===== src/rtl/lfa_pkg.sv =====
// Shared types and constants for the LFA sensor ADC reader.
package lfa_pkg;

  localparam int FRAME_PHASES = 32;
  localparam int ADC_BITS     = 12;
  localparam int PHASE_W      = $clog2(FRAME_PHASES);

  typedef enum logic [1:0] {SLOT_L, SLOT_M, SLOT_R} slot_e;
  typedef enum logic [1:0] {IDLE, GAP, FRAME} state_e;

  function automatic slot_e next_slot(input slot_e s);
    case (s)
      SLOT_L:  return SLOT_M;
      SLOT_M:  return SLOT_R;
      default: return SLOT_L;
    endcase
  endfunction

endpackage


===== src/rtl/adc_spi_frame.sv =====
// One ADC128S022-style SPI frame: phase counter, SCK/DIN generation and serial capture.
module adc_spi_frame
  import lfa_pkg::*;
(
  input  logic                clk_3125KHz,
  input  logic                reset,
  input  logic                active,
  input  logic [2:0]          addr,
  input  logic                adc_dout,
  output logic                adc_sck,
  output logic                adc_din,
  output logic                last_phase,
  output logic [ADC_BITS-1:0] result
);

  logic [PHASE_W-1:0]  phase_p0;
  logic [ADC_BITS-2:0] shift_p0;
  logic [3:0]          bit_idx;

  always_ff @(posedge clk_3125KHz) begin
    if (reset || !active) phase_p0 <= '0;
    else                  phase_p0 <= phase_p0 + 1'b1;
  end

  // The four leading bits simply fall off the top of the shifter.
  always_ff @(posedge clk_3125KHz) begin
    if (active && phase_p0[0]) shift_p0 <= {shift_p0[ADC_BITS-3:0], adc_dout};
  end

  assign bit_idx    = phase_p0[PHASE_W-1:1];
  assign adc_sck    = active ? phase_p0[0] : 1'b1;
  assign last_phase = active && (phase_p0 == PHASE_W'(FRAME_PHASES - 1));
  // The LSB is sampled on the same edge that consumes the result.
  assign result     = {shift_p0, adc_dout};

  always_comb begin
    adc_din = 1'b0;
    if (active) begin
      case (bit_idx)
        4'd2:    adc_din = addr[2];
        4'd3:    adc_din = addr[1];
        4'd4:    adc_din = addr[0];
        default: adc_din = 1'b0;
      endcase
    end
  end

endmodule


===== src/rtl/lfa_adc_reader.sv =====
// Round-robin left/middle/right ADC reader for the LFA sensor bus.
// Define LFA_AVG_EN to output the two-sample average per slot instead of the raw result.
module lfa_adc_reader
  import lfa_pkg::*;
#(
  parameter logic [2:0] CH_LEFT    = 3'd0,
  parameter logic [2:0] CH_MIDDLE  = 3'd1,
  parameter logic [2:0] CH_RIGHT   = 3'd2,
  parameter int         GAP_CYCLES = 2
) (
  input  logic                clk_3125KHz,
  input  logic                reset,
  input  logic                enable,
  input  logic                adc_dout,
  output logic                adc_cs_n,
  output logic                adc_sck,
  output logic                adc_din,
  output logic [ADC_BITS-1:0] left,
  output logic [ADC_BITS-1:0] middle,
  output logic [ADC_BITS-1:0] right,
  output logic                data_valid
);

  localparam int GAP_W = (GAP_CYCLES > 1) ? $clog2(GAP_CYCLES) : 1;

  state_e              state, state_nxt;
  slot_e               slot;
  logic                priming;
  logic [GAP_W-1:0]    gap_cnt;
  logic                gap_done;
  logic                frame_active;
  logic                last_phase;
  logic                write_en;
  logic [2:0]          addr;
  logic [ADC_BITS-1:0] result;
  logic [ADC_BITS-1:0] slot_value;

  function automatic logic [2:0] chan_of(input slot_e s);
    case (s)
      SLOT_L:  return CH_LEFT;
      SLOT_M:  return CH_MIDDLE;
      default: return CH_RIGHT;
    endcase
  endfunction

  assign frame_active = (state == FRAME);
  assign adc_cs_n     = !frame_active;
  assign gap_done     = (gap_cnt == GAP_W'(GAP_CYCLES - 1));
  assign write_en     = last_phase && !priming;
  // The ADC returns the channel addressed in the previous frame.
  assign addr         = priming ? CH_LEFT : chan_of(next_slot(slot));

  always_ff @(posedge clk_3125KHz) begin
    if (reset) state <= IDLE;
    else       state <= state_nxt;
  end

  always_comb begin
    state_nxt = state;
    case (state)
      IDLE:    if (enable) state_nxt = FRAME;
      FRAME:   if (last_phase) state_nxt = GAP;
      GAP:     if (gap_done) state_nxt = enable ? FRAME : IDLE;
      default: state_nxt = IDLE;
    endcase
  end

  always_ff @(posedge clk_3125KHz) begin
    if (reset || state != GAP) gap_cnt <= '0;
    else                       gap_cnt <= gap_cnt + 1'b1;
  end

  always_ff @(posedge clk_3125KHz) begin
    if (reset || state == IDLE) begin
      slot    <= SLOT_L;
      priming <= 1'b1;
    end else if (last_phase) begin
      if (priming) priming <= 1'b0;
      else         slot    <= next_slot(slot);
    end
  end

  adc_spi_frame u_frame (
    .clk_3125KHz (clk_3125KHz),
    .reset       (reset),
    .active      (frame_active),
    .addr        (addr),
    .adc_dout    (adc_dout),
    .adc_sck     (adc_sck),
    .adc_din     (adc_din),
    .last_phase  (last_phase),
    .result      (result)
  );

`ifdef LFA_AVG_EN
  logic [ADC_BITS-1:0] prev_p0 [3];
  logic [2:0]          have_prev;

  function automatic logic [ADC_BITS-1:0] avg2(input logic [ADC_BITS-1:0] a,
                                               input logic [ADC_BITS-1:0] b);
    logic [ADC_BITS:0] sum;
    sum = {1'b0, a} + {1'b0, b};
    return sum[ADC_BITS:1];
  endfunction

  always_ff @(posedge clk_3125KHz) begin
    if (reset)         have_prev       <= '0;
    else if (write_en) have_prev[slot] <= 1'b1;
  end

  always_ff @(posedge clk_3125KHz) begin
    if (write_en) prev_p0[slot] <= result;
  end

  assign slot_value = have_prev[slot] ? avg2(prev_p0[slot], result) : result;
`else
  assign slot_value = result;
`endif

  always_ff @(posedge clk_3125KHz) begin
    if (reset) begin
      left       <= '0;
      middle     <= '0;
      right      <= '0;
      data_valid <= 1'b0;
    end else begin
      data_valid <= write_en && (slot == SLOT_R);
      if (write_en) begin
        case (slot)
          SLOT_L:  left   <= slot_value;
          SLOT_M:  middle <= slot_value;
          default: right  <= slot_value;
        endcase
      end
    end
  end

endmodule


===== config.mk =====
export PLATFORM = sky130hd
export DESIGN_NAME = lfa_adc_reader
export DESIGN_NICKNAME = d
export VERILOG_FILES = /design/src/rtl/lfa_pkg.sv /design/src/rtl/adc_spi_frame.sv /design/src/rtl/lfa_adc_reader.sv
export SDC_FILE = /design/constraint.sdc
export NUM_CORES = 1
export LEC_CHECK = 0
export BUFFER_PORTS_ARGS = -buffer_cell sky130_fd_sc_hd__clkbuf_2
export CELL_PAD_IN_SITES_DETAIL_PLACEMENT = 2
export CELL_PAD_IN_SITES_GLOBAL_PLACEMENT = 2
export CORE_MARGIN = 2
export CORE_UTILIZATION = 34
export CTS_BUF_LIST = sky130_fd_sc_hd__clkbuf_4 sky130_fd_sc_hd__clkbuf_8 sky130_fd_sc_hd__clkbuf_16
export CTS_CLUSTER_SIZE = 40
export DETAILED_ROUTE_END_ITERATION = 12
export PLACE_DENSITY_LB_ADDON = 0.15
export SYNTH_ARGS = -nofsm -noshare
export SYNTH_HDL_FRONTEND = slang
export SYNTH_SLANG_ARGS = --single-unit

===== constraint.sdc =====
create_clock -name clk_3125KHz -period 2.2 [get_ports clk_3125KHz]
set_input_delay 0.33 -clock clk_3125KHz [delete_from_list [all_inputs] [get_ports clk_3125KHz]]
set_output_delay 0.33 -clock clk_3125KHz [all_outputs]
set_load 0.005 [all_outputs]

==> impl_metrics.tcl, run 1 <==
set metrics [dict create \
    drt_wl_total_um 5644 \
    met2_usage_pct 27.41 \
    finalCritPeriodShare_pct 92.67 \
    crit_type "flip-flop to primary output" \
    synth_cells 210 \
    die_y_um 85.86 \
    start_util_pct 35.48 \
    cts_setup_buffers 0 \
    clk_pin_slew_ns 0.07 \
    ctsHtreeMaxLevel 3 \
    clock.fmax_mhz 490.5 \
    syn_avg_cell_area_um2 10.85 \
    first_global_vias 1837 \
    netlist_area_mm2 0.002278 \
    maxSlewHeadroom_pct 73.05 \
    drt_iter0_drc 103 \
    cts_tree "yes" \
    use_met1_pct 21.91 \
    drt-pass1-iter-count 6 \
    clock_path_buffers 2 \
    grt_pass1_wl_um 9556 \
    yosysMostFrequentCell "dfxtp_1" \
    r2r_setup_slack_ns 0.21 \
    gp_congestion 0.6821 \
    fin_crit_ns 2.039 \
    synthTopCellsByArea "dfxtp_1 (42%), edfxtp_1 (14%), mux2i_1 (11%)" \
    vias_per_cell 4.894 \
    synth_edf_count 11 \
    n_fill_cell 712 \
    grt_remaining_overflow 0 \
    hold_end "u_frame.shift_p0[0]" \
    worstPathArrival_ns 1.71 \
    maxCapViolations 0 \
    min_from "adc_dout" \
    place_area_mm2 0.002594 \
    ys_warn_count 0 \
    finalNetCount 263 \
    synth_cell_types 33 \
    ys_seq_area_share_pct 56.67 \
    synthesis.nets 216 \
    async_flop_share_pct 0 \
    postCtsResizedCells 0 \
    startpoint "state[1]" \
    synthFlopType "dfxtp_1" \
    busiest_layer "met2" \
    reg2reg_depth 7 \
    multiInputGateArea_um2 922.1 \
    critPathMaxFanout 7 \
    powerDensity_mw_per_mm2 782.9 \
    cp-start-kind "flip-flop" \
    rr_startpoint "u_frame.phase_p0[1]" \
    synth_seq_cells 59 \
    hold-path-cell-count 1 \
    synth_top_cell_area_share_pct 42.17 \
    stdcell_area_mm2 0.002788 \
    ant_nets 0 \
    dieWidth_um 85.86 \
    area_delta_synth_final_pct 22.35 \
    die-area_mm2 0.007372 \
    wl_per_cell_um 16.65 \
    place_ws_ns 0.1996 \
    seq_area_mm2 0.001291 \
    finalSetupTns_ns 0 \
    maxSlewViolCount 0 \
    reg2reg_to "left[10]" \
    hpwl_um 3804 \
    io_pins 44 \
    grt_max_degree 38 \
    hp-class "primary input to flip-flop" \
    skew_ns 0.007276 \
    portBuffers 43 \
    ir_worst_vdd_uv 310.5 \
    p_leak_uw 0.001168 \
    rsz0062_at_grt "false" \
    hold_viol 0 \
    status "finished clean" \
    synthTopCellsByCount "dfxtp_1 (48), nand2b_1 (37), o21ai_0 (25), mux2i_1 (24), nor2b_1 (12)" \
    yosys.area.top_type "dfxtp_1" \
    cts_buffers 9 \
    core-area_mm2 0.006422 \
    antenna_found_initial 0 \
    tightest_slew_ns 0.4042 \
    clockRootBuffer "clkbuf_8" \
    clk_latency_ns 0.34 \
    end_kind "primary output" \
    drive_above_1_share_pct 26.72 \
    grtUsageMet3_pct 4.620 \
    groute.usage.overall_pct 17.12 \
    cts_sinks 59 \
    setup_violations 0 \
    rows 29 \
    antennaDiodeCount 0 \
    critPathRequiredTime_ns 1.87 \
    num_vias 1659 \
    worst_slack_ns 0.1613 \
    cts_hold_repair.buffers 0 \
    route.detailed.drc 0 \
]
-- how the worst max path moves through the flow --
stage	slack [ns]	cells past startpoint	to
floorplan	0.37	8	middle[11]
global placement	0.27	7	left[9]
detailed placement	0.20	7	left[10]
CTS	0.16	4	adc_din
global route	0.04	7	left[10]
finish	0.16	4	adc_din
-- power by group --
| part | switching, µW | internal [µW] | total [µW] |
|---|---|---|---|
| clock network | 416 | 571 | 987 |
| logic | 44.8 | 31.8 | 76.6 |
| registers | 9.91 | 1110 | 1120 |
-- area by class of cell --
class | instances | area share [%]
flip-flops and latches | 59 | 46.32
multi-input cells | 135 | 33.08
repair buffers | 49 | 9.785
clock buffers | 13 | 5.521
well taps | 77 | 3.456
clock inverters | 3 | 1.436
inverters | 3 | 0.4040
-- sequential cells by signal (all words and copies together) (netlist names) --
register	flops
left	12
middle	12
right	12
u_frame.shift_p0	11
u_frame.phase_p0	5
slot	2
state	2
data_valid	1
gap_cnt	1
priming	1
-- critical path: stages (launching register included) --
cell and delay, ns:
dfxtp_1 0.43, nand2b_1 0.22, or4_1 0.45, a21oi_1 0.14, clkbuf_2 0.13
-- metal layers --
| layer | share of wire (%) | wire (µm) |
|---|---|---|
| met1 | 48 | 2720 |
| met3 | 4.3 | 243 |
| met4 | 1.1 | 61 |
| met2 | 46 | 2619 |
| met5 | 0 | 0 |
-- cells by family (layout without fill, tap and decap cells) --
logic type | after synthesis | count (layout) | synth area share (%)
multiplexers | 24 | 24 | 10.54
adder cells (fa/ha/maj) | 2 | 2 | 1.098
AO/OA/AOI/OAI | 32 | 32 | 7.359
AND/OR/NAND/NOR | 75 | 75 | 20.48
flip-flops | 59 | 59 | 56.67
XOR/XNOR | 2 | 2 | 0.7689
buffers and inverters | 16 | 68 | 3.075
-- per-stage QoR --
step / total power [µW] / utilization, % / hold slack (ns) / instances
6_report: 2182 / 43.41 / 0.1833 / 339
5_1_grt: 2263 / 43.41 / 0.1667 / 339
4_1_cts: 2205 / 43.41 / 0.1721 / 339
3_5_place_dp: 1221 / 40.39 / 0.4420 / 323
3_3_place_gp: 1220 / 40.39 / 0.4249 / 323
2_1_floorplan: 1191 / - / 0.4043 / 210
-- cell usage in the layout, fill, tap and decap left out, types with 2 or more instances in the layout --
cell type / n
nand2b_1: 37
clkbuf_2: 43
clkbuf_4: 4
dfxtp_1: 48
or2_2: 2
inv_1: 3
ha_1: 2
nor2b_1: 12
mux2i_1: 24
buf_4: 5
clkbuf_8: 9
nor2_1: 3
nor3_1: 3
nand3_1: 2
clkinv_2: 2
a21oi_1: 4
nand2_1: 3
and2_1: 2
o21ai_0: 25
edfxtp_1: 11
(Power assumes the default switching activity.)
==> run 2, diff against run 1 <==
Settings changed: CORE_ASPECT_RATIO set to 1.5.
==> run 2 against run 1 <==
Effect of this change:
- sequential share of layout area is 0.25 points higher
- core utilization down 0.66 points
- via count about the same
- non-clock buffer count did not move
- highest routed layer unchanged
- hold slack improved by 0.0065 ns
- register-to-register slack barely moved
- worst setup slack better by 0.018 ns
- count of clock-buffer cells in the layout shrank 3
- power fell by 0.78%
- largest power group unchanged
- clock power is 1% lower
- flip-flop and latch count stayed put
- sequential power hardly changed
==> impl_metrics.tcl, run 2 (synthesized netlist as in run 1, its figures left out) <==
set metrics [dict create \
    status "finished clean" \
    fin_crit_ns 2.021 \
    cts_hold_repair.buffers 0 \
    reg2reg_to "right[10]" \
    groute.usage.overall_pct 16.52 \
    num_vias 1658 \
    cp.depth 3 \
    place_area_mm2 0.002580 \
    hold_viol 0 \
    start_util_pct 35.13 \
    ctsHtreeMaxLevel 3 \
    first_global_vias 1822 \
    multiInputGateArea_um2 922.1 \
    ir_worst_vdd_uv 510.4 \
    route.detailed.drc 0 \
    final_common_cell "dfxtp_1" \
    grt_max_degree 26 \
    drive_above_1_share_pct 25.95 \
    rsz0062_at_grt "false" \
    critPathMaxFanout 8 \
    reg_top3 "left (12), middle (12), right (12)" \
    cpMaxStageDelayCell "or4b_2" \
    max_stage_delay_ns 0.69 \
    setup_violations 0 \
    post-route-util_pct 42.75 \
    die_y_um 104.3 \
    crit_type "flip-flop to primary output" \
    r2r_setup_slack_ns 0.22 \
    antenna_found_initial 0 \
    hpwl_um 3855 \
    endpoint "adc_din" \
    grt_remaining_overflow 0 \
    end_kind "primary output" \
    startpoint "slot[0]" \
    rr_startpoint "u_frame.phase_p0[1]" \
    clockRootBuffer "clkbuf_8" \
    cts_tree "yes" \
    core-area_mm2 0.006486 \
    critPathRequiredTime_ns 1.87 \
    finalCritPeriodShare_pct 91.84 \
    clock_path_buffers 2 \
    whs_ns 0.1899 \
    cts_buffers 9 \
    grt_pass1_wl_um 9342 \
    rows 36 \
    finalNetCount 263 \
    final_cells 338 \
    skew_ns 0.007168 \
    antennaDiodeCount 0 \
    ant_nets 0 \
    stdcell_area_mm2 0.002773 \
    clk_latency_ns 0.35 \
    cp-start-kind "flip-flop" \
    clock.fmax_mhz 494.9 \
    drt_wl_total_um 5443 \
    maxCapViolations 0 \
    drt-pass1-iter-count 4 \
    dieWidth_um 70.84 \
    drt_iter0_drc 74 \
    maxSlewHeadroom_pct 65.76 \
    path_delay_family "simple AND/OR/NAND/NOR gates" \
    gp_congestion 0.6815 \
    area_delta_synth_final_pct 21.69 \
    cts_setup_buffers 0 \
    io_pins 44 \
    wl_per_cell_um 16.10 \
    crit_buf_inv 1 \
    cts_sinks 59 \
    vias_per_cell 4.905 \
    mostFrequentLayoutCells "dfxtp_1 (48), clkbuf_2 (43), nand2b_1 (37), o21ai_0 (25), mux2i_1 (24)" \
    tightest_slew_ns 0.5136 \
    maxSlewViolCount 0 \
    n_fill_cell 725 \
    hp-class "primary input to flip-flop" \
    p_leak_uw 0.001154 \
    finalSetupTns_ns 0 \
    place_inst 322 \
    powerDensity_mw_per_mm2 781.0 \
    worstPathArrival_ns 1.69 \
    crit_chain "or4b_2, a21oi_1, clkbuf_2" \
    reg2reg_depth 7 \
    die-area_mm2 0.007386 \
    portBuffers 43 \
    clk_pin_slew_ns 0.06 \
    seq_area_mm2 0.001291 \
    postCtsResizedCells 0 \
]
run 2: cell count changes in the layout (fill, tap and decap cells not counted), sizes merged:
cell,change
clkinvlp,+1
clkinv,+2
clkbuf,-3
run 2: where the power goes:
| part | total, µW | leakage (µW) | internal (µW) | switching (µW) |
|---|---|---|---|---|
| logic | 73.5 | 0.000571 | 30.6 | 42.9 |
| registers | 1120 | 0.000486 | 1110 | 9.48 |
| clock network | 973 | 0.0000971 | 541 | 432 |
run 2: worst min path at each step:
stage | end | startpoint | slack (ns) | depth (start not counted)
3_5_place_dp | gap_cnt | gap_cnt | 0.43 | 1
6_report | u_frame.shift_p0[0] | adc_dout | 0.19 | 1
2_1_floorplan | gap_cnt | gap_cnt | 0.40 | 1
5_1_grt | u_frame.shift_p0[0] | adc_dout | 0.18 | 1
3_3_place_gp | gap_cnt | gap_cnt | 0.42 | 1
4_1_cts | u_frame.shift_p0[0] | adc_dout | 0.18 | 1
run 2: stage by stage:
step	setup WS [ns]	total power, µW
CTS	0.1511	2200
global route	0.01064	2269
detailed placement	0.1842	1219
floorplan	0.3701	1191
global placement	0.3068	1218
finish	0.1795	2165
run 2: layer usage:
layer | track usage [%] | vias up | wire (µm)
met3 | 5.233 | 9 | 221
met4 | 6.873 | 0 | 95
met2 | 27.44 | 32 | 2851
met1 | 19.40 | 805 | 2274
li1 | - | 812 | -
met5 | 0 | - | 0
run 2: final cells by class:
class	instances	area share, %
multi-input combinational	135	33.26
sequential	59	46.57
tap	76	3.430
inverter	3	0.4061
timing repair buffer	49	9.386
clock inverter	6	1.986
clock buffer	10	4.964
